<file path="config.mk">
export PLATFORM = sky130hd
export DESIGN_NAME = axi_mem_arbiter
export DESIGN_NICKNAME = d
export VERILOG_FILES = /design/src/rtl/axi_mem_arbiter_pkg.sv /design/src/rtl/axi_mem_arbiter_grant.sv /design/src/rtl/axi_mem_arbiter.sv
export SDC_FILE = /design/constraint.sdc
export NUM_CORES = 1
export LEC_CHECK = 0
export CAP_MARGIN = 10
export CORE_AREA = 4 4 203 205
export CTS_CLUSTER_SIZE = 30
export DETAILED_ROUTE_END_ITERATION = 8
export DIE_AREA = 0 0 207 209
export SYNTH_ARGS = -nofsm -noshare
export SYNTH_HDL_FRONTEND = slang
export SYNTH_HIERARCHICAL = 1
export SYNTH_SLANG_ARGS = --single-unit
</file>
<file path="constraint.sdc">
create_clock -name clk -period 1.79 [get_ports clk]
set_input_delay 0.2685 -clock clk [delete_from_list [all_inputs] [get_ports clk]]
set_output_delay 0.2685 -clock clk [all_outputs]
set_load 0.03 [all_outputs]
</file>
<file path="src/rtl/axi_mem_arbiter_pkg.sv">
// ----------------------------------------------------------------------------
// axi_mem_arbiter_pkg : shared types and AXI constants for the memory arbiter.
// Rev 1.0
// ----------------------------------------------------------------------------
`default_nettype none

package axi_mem_arbiter_pkg;

   typedef enum logic [1:0] {
      RD_IDLE = 2'd0,
      RD_ADDR = 2'd1,
      RD_DATA = 2'd2
   } arb_rd_state_t;

   typedef enum logic [1:0] {
      WR_IDLE = 2'd0,
      WR_ADDR = 2'd1,
      WR_DATA = 2'd2,
      WR_RESP = 2'd3
   } arb_wr_state_t;

   typedef enum logic {
      ARB_IBUS = 1'b0,
      ARB_DBUS = 1'b1
   } arb_master_t;

   localparam logic [1:0] AXI_BURST_FIXED = 2'b00;
   localparam logic [1:0] AXI_BURST_INCR  = 2'b01;
   localparam logic [1:0] AXI_BURST_WRAP  = 2'b10;

   localparam logic [1:0] AXI_RESP_OKAY   = 2'b00;
   localparam logic [1:0] AXI_RESP_EXOKAY = 2'b01;
   localparam logic [1:0] AXI_RESP_SLVERR = 2'b10;
   localparam logic [1:0] AXI_RESP_DECERR = 2'b11;

endpackage

`default_nettype wire

</file>
<file path="src/rtl/axi_mem_arbiter_grant.sv">
// ----------------------------------------------------------------------------
// axi_arb_grant : two-way tie breaker; round-robin when AXI_ARB_ROUND_ROBIN_EN
// is defined, otherwise fixed dbus priority.  Rev 1.0
// ----------------------------------------------------------------------------
`default_nettype none

module axi_arb_grant
   import axi_mem_arbiter_pkg::*;
(
   input  logic        clk,
   input  logic        rst,
   input  logic        req_ibus_i,
   input  logic        req_dbus_i,
   input  arb_master_t last_i,
   input  logic        upd_i,
   output arb_master_t gnt_o
);

`ifdef AXI_ARB_ROUND_ROBIN_EN
   // Pointer holds the master served last; the other one wins a tie.
   arb_master_t ptr_q;

   always_ff @(posedge clk or posedge rst) begin
      if (rst) begin
         ptr_q <= ARB_IBUS;
      end else if (upd_i) begin
         ptr_q <= last_i;
      end
   end

   always_comb begin
      gnt_o = ARB_IBUS;
      if (req_ibus_i && req_dbus_i) begin
         gnt_o = (ptr_q == ARB_IBUS) ? ARB_DBUS : ARB_IBUS;
      end else if (req_dbus_i) begin
         gnt_o = ARB_DBUS;
      end
   end
`else
   logic w_unused_rr;
   assign w_unused_rr = &{1'b0, clk, rst, req_ibus_i, last_i, upd_i};

   always_comb begin
      gnt_o = req_dbus_i ? ARB_DBUS : ARB_IBUS;
   end
`endif

endmodule

`default_nettype wire

</file>
<file path="src/rtl/axi_mem_arbiter.sv">
// ----------------------------------------------------------------------------
// axi_mem_arbiter : ibus/dbus to single AXI4 memory port, independent R/W paths.
// Rev 1.0   Macro: AXI_ARB_ROUND_ROBIN_EN (round-robin tie break)
// ----------------------------------------------------------------------------
`default_nettype none

module axi_mem_arbiter
   import axi_mem_arbiter_pkg::*;
#(
   parameter int ADDR_WIDTH = 32,
   parameter int DATA_WIDTH = 32
) (
   input  logic                    clk,
   input  logic                    rst,
   // instruction bus
   input  logic [ADDR_WIDTH-1:0]   axi_ibus_araddr_i,
   input  logic [7:0]              axi_ibus_arlen_i,
   input  logic [2:0]              axi_ibus_arsize_i,
   input  logic [1:0]              axi_ibus_arburst_i,
   input  logic                    axi_ibus_arvalid_i,
   output logic                    axi_ibus_arready_o,
   output logic [DATA_WIDTH-1:0]   axi_ibus_rdata_o,
   output logic [1:0]              axi_ibus_rresp_o,
   output logic                    axi_ibus_rvalid_o,
   output logic                    axi_ibus_rlast_o,
   input  logic                    axi_ibus_rready_i,
   input  logic [ADDR_WIDTH-1:0]   axi_ibus_awaddr_i,
   input  logic [7:0]              axi_ibus_awlen_i,
   input  logic [2:0]              axi_ibus_awsize_i,
   input  logic [1:0]              axi_ibus_awburst_i,
   input  logic                    axi_ibus_awvalid_i,
   output logic                    axi_ibus_awready_o,
   input  logic [DATA_WIDTH-1:0]   axi_ibus_wdata_i,
   input  logic [DATA_WIDTH/8-1:0] axi_ibus_wstrb_i,
   input  logic                    axi_ibus_wlast_i,
   input  logic                    axi_ibus_wvalid_i,
   output logic                    axi_ibus_wready_o,
   output logic [1:0]              axi_ibus_bresp_o,
   output logic                    axi_ibus_bvalid_o,
   input  logic                    axi_ibus_bready_i,
   // data bus
   input  logic [ADDR_WIDTH-1:0]   axi_dbus_araddr_i,
   input  logic [7:0]              axi_dbus_arlen_i,
   input  logic [2:0]              axi_dbus_arsize_i,
   input  logic [1:0]              axi_dbus_arburst_i,
   input  logic                    axi_dbus_arvalid_i,
   output logic                    axi_dbus_arready_o,
   output logic [DATA_WIDTH-1:0]   axi_dbus_rdata_o,
   output logic [1:0]              axi_dbus_rresp_o,
   output logic                    axi_dbus_rvalid_o,
   output logic                    axi_dbus_rlast_o,
   input  logic                    axi_dbus_rready_i,
   input  logic [ADDR_WIDTH-1:0]   axi_dbus_awaddr_i,
   input  logic [7:0]              axi_dbus_awlen_i,
   input  logic [2:0]              axi_dbus_awsize_i,
   input  logic [1:0]              axi_dbus_awburst_i,
   input  logic                    axi_dbus_awvalid_i,
   output logic                    axi_dbus_awready_o,
   input  logic [DATA_WIDTH-1:0]   axi_dbus_wdata_i,
   input  logic [DATA_WIDTH/8-1:0] axi_dbus_wstrb_i,
   input  logic                    axi_dbus_wlast_i,
   input  logic                    axi_dbus_wvalid_i,
   output logic                    axi_dbus_wready_o,
   output logic [1:0]              axi_dbus_bresp_o,
   output logic                    axi_dbus_bvalid_o,
   input  logic                    axi_dbus_bready_i,
   // memory port
   output logic [ADDR_WIDTH-1:0]   axi_mem_araddr_o,
   output logic [7:0]              axi_mem_arlen_o,
   output logic [2:0]              axi_mem_arsize_o,
   output logic [1:0]              axi_mem_arburst_o,
   output logic                    axi_mem_arvalid_o,
   input  logic                    axi_mem_arready_i,
   input  logic [DATA_WIDTH-1:0]   axi_mem_rdata_i,
   input  logic [1:0]              axi_mem_rresp_i,
   input  logic                    axi_mem_rvalid_i,
   input  logic                    axi_mem_rlast_i,
   output logic                    axi_mem_rready_o,
   output logic [ADDR_WIDTH-1:0]   axi_mem_awaddr_o,
   output logic [7:0]              axi_mem_awlen_o,
   output logic [2:0]              axi_mem_awsize_o,
   output logic [1:0]              axi_mem_awburst_o,
   output logic                    axi_mem_awvalid_o,
   input  logic                    axi_mem_awready_i,
   output logic [DATA_WIDTH-1:0]   axi_mem_wdata_o,
   output logic [DATA_WIDTH/8-1:0] axi_mem_wstrb_o,
   output logic                    axi_mem_wlast_o,
   output logic                    axi_mem_wvalid_o,
   input  logic                    axi_mem_wready_i,
   input  logic [1:0]              axi_mem_bresp_i,
   input  logic                    axi_mem_bvalid_i,
   output logic                    axi_mem_bready_o
);

   arb_rd_state_t rd_state_q, rd_state_d;
   arb_wr_state_t wr_state_q, wr_state_d;
   arb_master_t   rd_gnt_q, rd_gnt_d, w_rd_arb;
   arb_master_t   wr_gnt_q, wr_gnt_d, w_wr_arb;
   logic          w_rd_done, w_wr_done;
   logic          w_rd_dbus, w_wr_dbus;
   logic          w_sel_arvalid, w_sel_rready, w_sel_awvalid, w_sel_wvalid, w_sel_bready;

   assign w_rd_dbus = (rd_gnt_q == ARB_DBUS);
   assign w_wr_dbus = (wr_gnt_q == ARB_DBUS);

   axi_arb_grant u_rd_grant (
      .clk        (clk),
      .rst        (rst),
      .req_ibus_i (axi_ibus_arvalid_i),
      .req_dbus_i (axi_dbus_arvalid_i),
      .last_i     (rd_gnt_q),
      .upd_i      (w_rd_done),
      .gnt_o      (w_rd_arb)
   );

   axi_arb_grant u_wr_grant (
      .clk        (clk),
      .rst        (rst),
      .req_ibus_i (axi_ibus_awvalid_i),
      .req_dbus_i (axi_dbus_awvalid_i),
      .last_i     (wr_gnt_q),
      .upd_i      (w_wr_done),
      .gnt_o      (w_wr_arb)
   );

   // Payloads follow the held grant; only the handshake signals are gated by state.
   assign axi_mem_araddr_o  = w_rd_dbus ? axi_dbus_araddr_i  : axi_ibus_araddr_i;
   assign axi_mem_arlen_o   = w_rd_dbus ? axi_dbus_arlen_i   : axi_ibus_arlen_i;
   assign axi_mem_arsize_o  = w_rd_dbus ? axi_dbus_arsize_i  : axi_ibus_arsize_i;
   assign axi_mem_arburst_o = w_rd_dbus ? axi_dbus_arburst_i : axi_ibus_arburst_i;
   assign axi_mem_awaddr_o  = w_wr_dbus ? axi_dbus_awaddr_i  : axi_ibus_awaddr_i;
   assign axi_mem_awlen_o   = w_wr_dbus ? axi_dbus_awlen_i   : axi_ibus_awlen_i;
   assign axi_mem_awsize_o  = w_wr_dbus ? axi_dbus_awsize_i  : axi_ibus_awsize_i;
   assign axi_mem_awburst_o = w_wr_dbus ? axi_dbus_awburst_i : axi_ibus_awburst_i;
   assign axi_mem_wdata_o   = w_wr_dbus ? axi_dbus_wdata_i   : axi_ibus_wdata_i;
   assign axi_mem_wstrb_o   = w_wr_dbus ? axi_dbus_wstrb_i   : axi_ibus_wstrb_i;
   assign axi_mem_wlast_o   = w_wr_dbus ? axi_dbus_wlast_i   : axi_ibus_wlast_i;

   assign axi_ibus_rdata_o  = axi_mem_rdata_i;
   assign axi_dbus_rdata_o  = axi_mem_rdata_i;
   assign axi_ibus_rresp_o  = axi_mem_rresp_i;
   assign axi_dbus_rresp_o  = axi_mem_rresp_i;
   assign axi_ibus_rlast_o  = axi_mem_rlast_i;
   assign axi_dbus_rlast_o  = axi_mem_rlast_i;
   assign axi_ibus_bresp_o  = axi_mem_bresp_i;
   assign axi_dbus_bresp_o  = axi_mem_bresp_i;

   assign w_sel_arvalid = w_rd_dbus ? axi_dbus_arvalid_i : axi_ibus_arvalid_i;
   assign w_sel_rready  = w_rd_dbus ? axi_dbus_rready_i  : axi_ibus_rready_i;
   assign w_sel_awvalid = w_wr_dbus ? axi_dbus_awvalid_i : axi_ibus_awvalid_i;
   assign w_sel_wvalid  = w_wr_dbus ? axi_dbus_wvalid_i  : axi_ibus_wvalid_i;
   assign w_sel_bready  = w_wr_dbus ? axi_dbus_bready_i  : axi_ibus_bready_i;

   always_ff @(posedge clk or posedge rst) begin
      if (rst) begin
         rd_state_q <= RD_IDLE;
         wr_state_q <= WR_IDLE;
         rd_gnt_q   <= ARB_IBUS;
         wr_gnt_q   <= ARB_IBUS;
      end else begin
         rd_state_q <= rd_state_d;
         wr_state_q <= wr_state_d;
         rd_gnt_q   <= rd_gnt_d;
         wr_gnt_q   <= wr_gnt_d;
      end
   end

   always_comb begin
      rd_state_d         = rd_state_q;
      rd_gnt_d           = rd_gnt_q;
      w_rd_done          = 1'b0;
      axi_mem_arvalid_o  = 1'b0;
      axi_mem_rready_o   = 1'b0;
      axi_ibus_arready_o = 1'b0;
      axi_dbus_arready_o = 1'b0;
      axi_ibus_rvalid_o  = 1'b0;
      axi_dbus_rvalid_o  = 1'b0;
      case (rd_state_q)
         RD_IDLE: begin
            if (axi_ibus_arvalid_i || axi_dbus_arvalid_i) begin
               rd_gnt_d   = w_rd_arb;
               rd_state_d = RD_ADDR;
            end
         end
         RD_ADDR: begin
            axi_mem_arvalid_o  = w_sel_arvalid;
            axi_ibus_arready_o = !w_rd_dbus && axi_mem_arready_i;
            axi_dbus_arready_o = w_rd_dbus && axi_mem_arready_i;
            if (w_sel_arvalid && axi_mem_arready_i) begin
               rd_state_d = RD_DATA;
            end
         end
         RD_DATA: begin
            axi_mem_rready_o  = w_sel_rready;
            axi_ibus_rvalid_o = !w_rd_dbus && axi_mem_rvalid_i;
            axi_dbus_rvalid_o = w_rd_dbus && axi_mem_rvalid_i;
            if (axi_mem_rvalid_i && w_sel_rready && axi_mem_rlast_i) begin
               rd_state_d = RD_IDLE;
               w_rd_done  = 1'b1;
            end
         end
         default: rd_state_d = RD_IDLE;
      endcase
   end

   always_comb begin
      wr_state_d         = wr_state_q;
      wr_gnt_d           = wr_gnt_q;
      w_wr_done          = 1'b0;
      axi_mem_awvalid_o  = 1'b0;
      axi_mem_wvalid_o   = 1'b0;
      axi_mem_bready_o   = 1'b0;
      axi_ibus_awready_o = 1'b0;
      axi_dbus_awready_o = 1'b0;
      axi_ibus_wready_o  = 1'b0;
      axi_dbus_wready_o  = 1'b0;
      axi_ibus_bvalid_o  = 1'b0;
      axi_dbus_bvalid_o  = 1'b0;
      case (wr_state_q)
         WR_IDLE: begin
            if (axi_ibus_awvalid_i || axi_dbus_awvalid_i) begin
               wr_gnt_d   = w_wr_arb;
               wr_state_d = WR_ADDR;
            end
         end
         WR_ADDR: begin
            axi_mem_awvalid_o  = w_sel_awvalid;
            axi_ibus_awready_o = !w_wr_dbus && axi_mem_awready_i;
            axi_dbus_awready_o = w_wr_dbus && axi_mem_awready_i;
            if (w_sel_awvalid && axi_mem_awready_i) begin
               wr_state_d = WR_DATA;
            end
         end
         WR_DATA: begin
            axi_mem_wvalid_o  = w_sel_wvalid;
            axi_ibus_wready_o = !w_wr_dbus && axi_mem_wready_i;
            axi_dbus_wready_o = w_wr_dbus && axi_mem_wready_i;
            if (w_sel_wvalid && axi_mem_wready_i && axi_mem_wlast_o) begin
               wr_state_d = WR_RESP;
            end
         end
         WR_RESP: begin
            axi_mem_bready_o  = w_sel_bready;
            axi_ibus_bvalid_o = !w_wr_dbus && axi_mem_bvalid_i;
            axi_dbus_bvalid_o = w_wr_dbus && axi_mem_bvalid_i;
            if (axi_mem_bvalid_i && w_sel_bready) begin
               wr_state_d = WR_IDLE;
               w_wr_done  = 1'b1;
            end
         end
         default: wr_state_d = WR_IDLE;
      endcase
   end

endmodule

`default_nettype wire

</file>
==> results of run 1 <==
==> area by class of cell <==
type	count	area [sq um]
fill	4363	31800
timing repair buffer	459	4800
multi-input combinational	181	1920
tap	525	657
sequential	6	155
clock buffer	3	75.1
inverter	6	22.5
==> timing repair <==
item,in CTS,in global routing
buffers inserted,23,2
pin swaps,0,5
setup endpoints to repair,107,111
cloned,3,3
resized for setup,486,60
==> worst min path at each step <==
stage                     to  depth (start not counted)     startpoint  slack, ns
2_1_floorplan       rd_gnt_q                          1            rst       0.06
3_3_place_gp   rd_state_q[0]                          1  rd_state_q[1]       0.47
3_5_place_dp   rd_state_q[0]                          1  rd_state_q[1]       0.47
4_1_cts        wr_state_q[0]                          2            rst       0.33
5_1_grt        wr_state_q[0]                          2            rst       0.37
6_report       wr_state_q[0]                          2            rst       0.32
==> critical path, delay by kind of cell, from the launching register on <==
family                 cells  cell delay [ns]
buffers and inverters      4             0.59
DFF                        1             0.49
muxes                      1             0.28
==> flip-flops by register name, indices dropped and copies added, names as in the netlist <==
name        count
wr_state_q      2
rd_state_q      2
rd_gnt_q        1
w_wr_dbus       1
==> routing by layer <==
metal	part of all wire (%)	global-route usage, %	up-vias	wire, um
li1	-	-	1668	-
met1	34	7.76	1583	6360
met2	50	14.7	353	9460
met3	15	4.85	23	2810
met4	0.74	0.958	6	140
met5	0.18	0	-	34
==> through the flow <==
step	hold slack [ns]	setup WS [ns]	power, mW
2_1_floorplan	0.0595	0.245	5.02
3_3_place_gp	0.467	-0.158	7.84
3_5_place_dp	0.475	-0.204	7.86
4_1_cts	0.335	-0.137	9.71
5_1_grt	0.372	-0.148	10.3
6_report	0.319	-0.104	9.82
==> power breakdown <==
group,switching [mW],internal (mW)
sequential,0.0907,0.218
combinational,4.35,4.79
clock,0.0893,0.288
total,4.53,5.30
==> results.md, run 1 <==
- Most frequent cells in the layout: clkdlybuf4s50_1 (271), mux2_2 (122), buf_6 (105), buf_4 (35), buf_2 (20)
- Status: finished, violations left
- Clock buffer depth: 2
- WS Path Type: reg2out
- Routed Wire Length: 18,800 um
- CP Data Arrival Time: 1.63 ns
- Die height: 209 um
- RSZ-0062 raised after global routing: yes
- Post-route antenna net violation count: 0
- Mean routed wirelength per cell: 15.9 um
- Syn avg cell area: 9.39 sq um
- Clock Latency Late Sink: 0.23 ns
- Setup TNS: -4.71 ns
- Fin Clk Skew: 0.000306 ns
- Diodes inserted: 0
- Finished Cell Area: 7630 sq um
- Worst Slack Setup Final: -0.104 ns
- Cell area after synthesis: 2680 sq um
- Critical-path top delay cell: dfrtp_4
- Die Footprint: 43,300 sq um
- Power per cell area: 1290 nW/um^2
- CTS tree: done
- Fmax: 0.528 GHz
- Core area: 39,500 sq um
- Synth warnings: 6
- Peak per-stage delay on the critical path: 0.49 ns
- IO Port Bufs: 415
- Number of global-route vias before repair: 4,142
- Syn Nets: 597
- Layout Nets: 969
- Commonest non-fill, non-tap cell in the layout: clkdlybuf4s50_1
- Violated checks: setup timing
- Final setup viols: 71
- Fin cells: 1,180
- R2R depth: 7
- Final min period: 1.89 ns
- LEAKAGE: 3.06 nW
- CP Data Required Time: 1.52 ns
- First-pass GRT wire length: 26,200 um
- Setup crit end: axi_mem_wdata_o[7]
- CTS sink cnt: 6
- Die W: 207 um
- Clk Tree Root Cell: clkbuf_16
- Initial drt markers: 59
- Placed instance area: 6870 sq um
- CP Capture Type: output pin
- GRT Total Usage: 7.92%
- CP max FO: 8
- Critical path launch point: w_wr_dbus
- Dpl cells: 1,148
- Fin crit share: 106%
- Relative slew slack: 73.3%
- Initial core utilization: 6.78%
- Final Hold Fails: 0
- R2r startpoint: w_wr_dbus
- Worst R2R Setup Slack: 0.04 ns
- Share of layout cells above drive strength 1: 51.1%
- Worst path cell trace: buf_12 -> buf_16 -> clkbuf_16 -> mux2_2 -> buf_6
- Initial antenna violation count: 3
- Final Util: 19.3%
- Layout area overhead: 185%
- Max Cap Viol: 0
- Syn Inst Count: 285
- Clock edge transition at the registers on the reported setup and hold paths: 0.04 ns
- Largest net degree at the start of global routing: 12
- Tightest Pin Transition: 0.400 ns
- Peak supply drop: 0.000580 V
- Worst r2r dst: wr_state_q[1]
- Gr ovfl total: 0
- Via count: 3,633
- Num CTS Buffers: 3
- Hold Path Class: in2async
- Hold-fix buffer count after cts: 0
- Dpl hpwl: 16,000 um
- Drc violations: 0
- H-tree levels: 1
- Worst setup SP type: flop
- I/O pins: 524
- Final Max Tran Viols: 0
- # rows: 73
- Via density per instance: 3.08
- Final GP Congestion: 0.906
- Pre-antenna DRT Iters: 4
Power figures use the tool's default switching activity.
==> inputs of run 2 (changes only) <==
--- a/config.mk
+++ b/config.mk
@@ -6,10 +6,11 @@
 export NUM_CORES = 1
 export LEC_CHECK = 0
 export CAP_MARGIN = 10
-export CORE_AREA = 4 4 203 205
+export CORE_AREA = 4 4 199 201
+export CTS_CLUSTER_DIAMETER = 120
 export CTS_CLUSTER_SIZE = 30
 export DETAILED_ROUTE_END_ITERATION = 8
-export DIE_AREA = 0 0 207 209
+export DIE_AREA = 0 0 203 205
 export SYNTH_ARGS = -nofsm -noshare
 export SYNTH_HDL_FRONTEND = slang
 export SYNTH_HIERARCHICAL = 1
==> constraint.sdc (replaced) <==
create_clock -name clk -period 2.35 [get_ports clk]
set_input_delay 0.3525 -clock clk [delete_from_list [all_inputs] [get_ports clk]]
set_output_delay 0.3525 -clock clk [all_outputs]
set_load 0.03 [all_outputs]
==> run 2 against run 1 <==
The run now ends clean; clock power decreased by 25%; via count is 4.9% lower; final cell count is 3.8% lower; critical path type unchanged; combinational power fell by 39%; die area is 3.8% lower; total power decreased by 37%; wire length fell by 13%; sequential share of layout area increased by 0.16 points.
==> results.md, run 2 (same netlist as run 1, synthesis figures left out) <==
- Post-route antenna net violation count: 0 (unchanged)
- Layout Nets: 938 (-3.2%)
- Hold Path Class: in2async
- Drc violations: 0 (unchanged)
- CP Capture Type: output pin
- Share of layout cells above drive strength 1: 27.9% (-23 points)
- Critical-path top delay cell: clkdlybuf4s50_1
- Die Footprint: 41,600 sq um (-3.8%)
- Clock power share: 4.6% (+0.8 points)
- Crit path buffers/inverters: 2 (-2)
- Final Hold Fails: 0 (unchanged)
- LEAKAGE: 2.87 nW (-6.2%)
- Final min period: 2.28 ns
- P_sw: 3.01 mW (-33%)
- Initial core utilization: 7.12% (+0.34 points)
- Fmax: 0.438 GHz
- Worst setup SP type: flop
- I/O pins: 524 (unchanged)
- Initial antenna violation count: 1 (-2)
- Initial drt markers: 61 (+3.4%)
- Critical path launch point: w_wr_dbus
- Number of global-route vias before repair: 3,922 (-5.3%)
- WS Path Type: reg2out
- Clock buffer depth: 2 (unchanged)
- Num CTS Buffers: 3 (unchanged)
- Overall Power: 6.16 mW (-37%)
- R2R depth: 6 (-1)
- Dpl hpwl: 15,000 um (-6.6%)
- R2r startpoint: w_wr_dbus
- Clock Latency Late Sink: 0.23 ns (about the same)
- Largest net degree at the start of global routing: 40 (+28)
- Relative slew slack: 71.6% (-1.8 points)
- Final Max Tran Viols: 0 (unchanged)
- Peak supply drop: 0.000412 V (-29%)
- Die W: 203 um (-1.9%)
- Routed Wire Length: 16,300 um (-13%)
- Switching share of power: 48.9% (+2.8 points)
- WHS: 0.369 ns (+0.0503 ns)
- H-tree levels: 1 (unchanged)
- Most frequent cells in the layout: clkdlybuf4s50_1 (358), mux2_2 (130), dlymetal6s2s_1 (33), buf_4 (29), nor2_1 (7)
- Core area: 37,600 sq um (-4.8%)
- RSZ-0062 raised after global routing: no
- CTS sink cnt: 6 (unchanged)
- Setup TNS: 0 ns (+4.71 ns)
- Worst r2r dst: wr_state_q[1]
- Max Cap Viol: 0 (unchanged)
- Clk Tree Root Cell: clkbuf_16
- CP max FO: 8 (unchanged)
- Finished Cell Area: 7070 sq um (-7.3%)
- Critical path's top delay family: buffers and inverters
- Sequential power share: 4.2% (+1.1 points)
- Via density per instance: 3.04 (-1.2%)
- Final Util: 18.8% (-0.52 points)
- Diodes inserted: 0 (unchanged)
- CTS tree: done
- Fin cells: 1,135 (-3.8%)
- CP Data Required Time: 2.00 ns (+0.48 ns)
- CP Data Arrival Time: 1.93 ns (+0.30 ns)
- Placed instance area: 6910 sq um (+0.58%)
- IO Port Bufs: 415 (unchanged)
- Clock edge transition at the registers on the reported setup and hold paths: 0.04 ns (about the same)
- Mean routed wirelength per cell: 14.4 um (-9.8%)
- Power per cell area: 872 nW/um^2 (-32%)
- Final setup viols: 0 (-100%)
- Dpl cells: 1,131 (-1.5%)
- First-pass GRT wire length: 22,400 um (-15%)
- Worst R2R Setup Slack: 0.54 ns (+0.50 ns)
- Tightest Pin Transition: 0.426 ns (+0.0261 ns)
- Worst Slack Setup Final: 0.0671 ns (+0.171 ns)
- Die height: 205 um (-1.9%)
- GRT Total Usage: 6.97% (-0.95 points)
- Via count: 3,454 (-4.9%)
- Comb pwr share: 91.2% (-1.8 points)
- Worst path cell trace: buf_4 -> mux2_2 -> clkdlybuf4s50_1
- Commonest non-fill, non-tap cell in the layout: clkdlybuf4s50_1
- Fin crit share: 97.1%
- Pre-antenna DRT Iters: 4 (unchanged)
- # rows: 71 (-2.7%)
- Peak per-stage delay on the critical path: 0.69 ns (+0.20 ns)
- Int Power: 3.15 mW (-41%)
- Final GP Congestion: 0.754 (-17%)
- Fin Clk Skew: 0.000108 ns (-0.000198 ns)
- Layout area overhead: 164%
- Biggest regs: rd_state_q x2, wr_state_q x2
- Gr ovfl total: 0 (unchanged)
- Status: finished, final reports clean
- Dpl ws: 0.150 ns (+0.354 ns)
==> run 2: changes by cell type in the layout (fill, tap and decap cells not counted), sizes merged <==
cell           previous run  this run
clkdlybuf4s50           271       358
dlygate4sd2               1         3
dlymetal6s2s              0        33
clkdlybuf4s15             1         0
clkbuf                    7         3
buf                     182        34
==> run 2: worst max path at each step <==
| stage | to | depth (start not counted) |
|---|---|---|
| 6_report | axi_mem_awsize_o[1] | 3 |
| 3_5_place_dp | axi_mem_awlen_o[3] | 3 |
| 3_3_place_gp | axi_mem_rready_o | 4 |
| 4_1_cts | axi_mem_awlen_o[1] | 3 |
| 5_1_grt | axi_mem_wdata_o[30] | 3 |
| 2_1_floorplan | axi_dbus_bvalid_o | 5 |
==> run 2: layer usage <==
layer | vias to the layer above | wire, um | track usage (%)
li1 | 1603 | - | -
met1 | 1521 | 5910 | 7.55
met2 | 311 | 8000 | 12.5
met3 | 17 | 2130 | 3.04
met4 | 2 | 239 | 1.72
met5 | - | 13 | 0
==> run 2: power groups by stage <==
stage	clock [mW]	combinational [mW]	sequential (mW)
detailed placement	0	5.69	0.296
finish	0.282	5.62	0.260
floorplan	0	3.63	0.196
CTS	0.294	5.75	0.267
global placement	0	5.68	0.294
global route	0.294	5.92	0.278
==> run 2: repair_timing <==
| action | 4_1_cts | 5_1_grt |
|---|---|---|
| gates cloned | 0 | 0 |
| buffers inserted | 1 | 0 |
| resized for setup | 3 | 33 |
| setup endpoints to repair | 59 | 33 |
| hold buffers | 0 | 0 |
==> run 2: final cells by class <==
type                            count  area (sq um)
Fill cell                        4196         30500
Timing Repair Buffer              428          4340
Multi-Input combinational cell    181          1840
Tap cell                          511           639
Sequential cell                     6           155
Clock buffer                        3          75.1
Inverter                            6          22.5
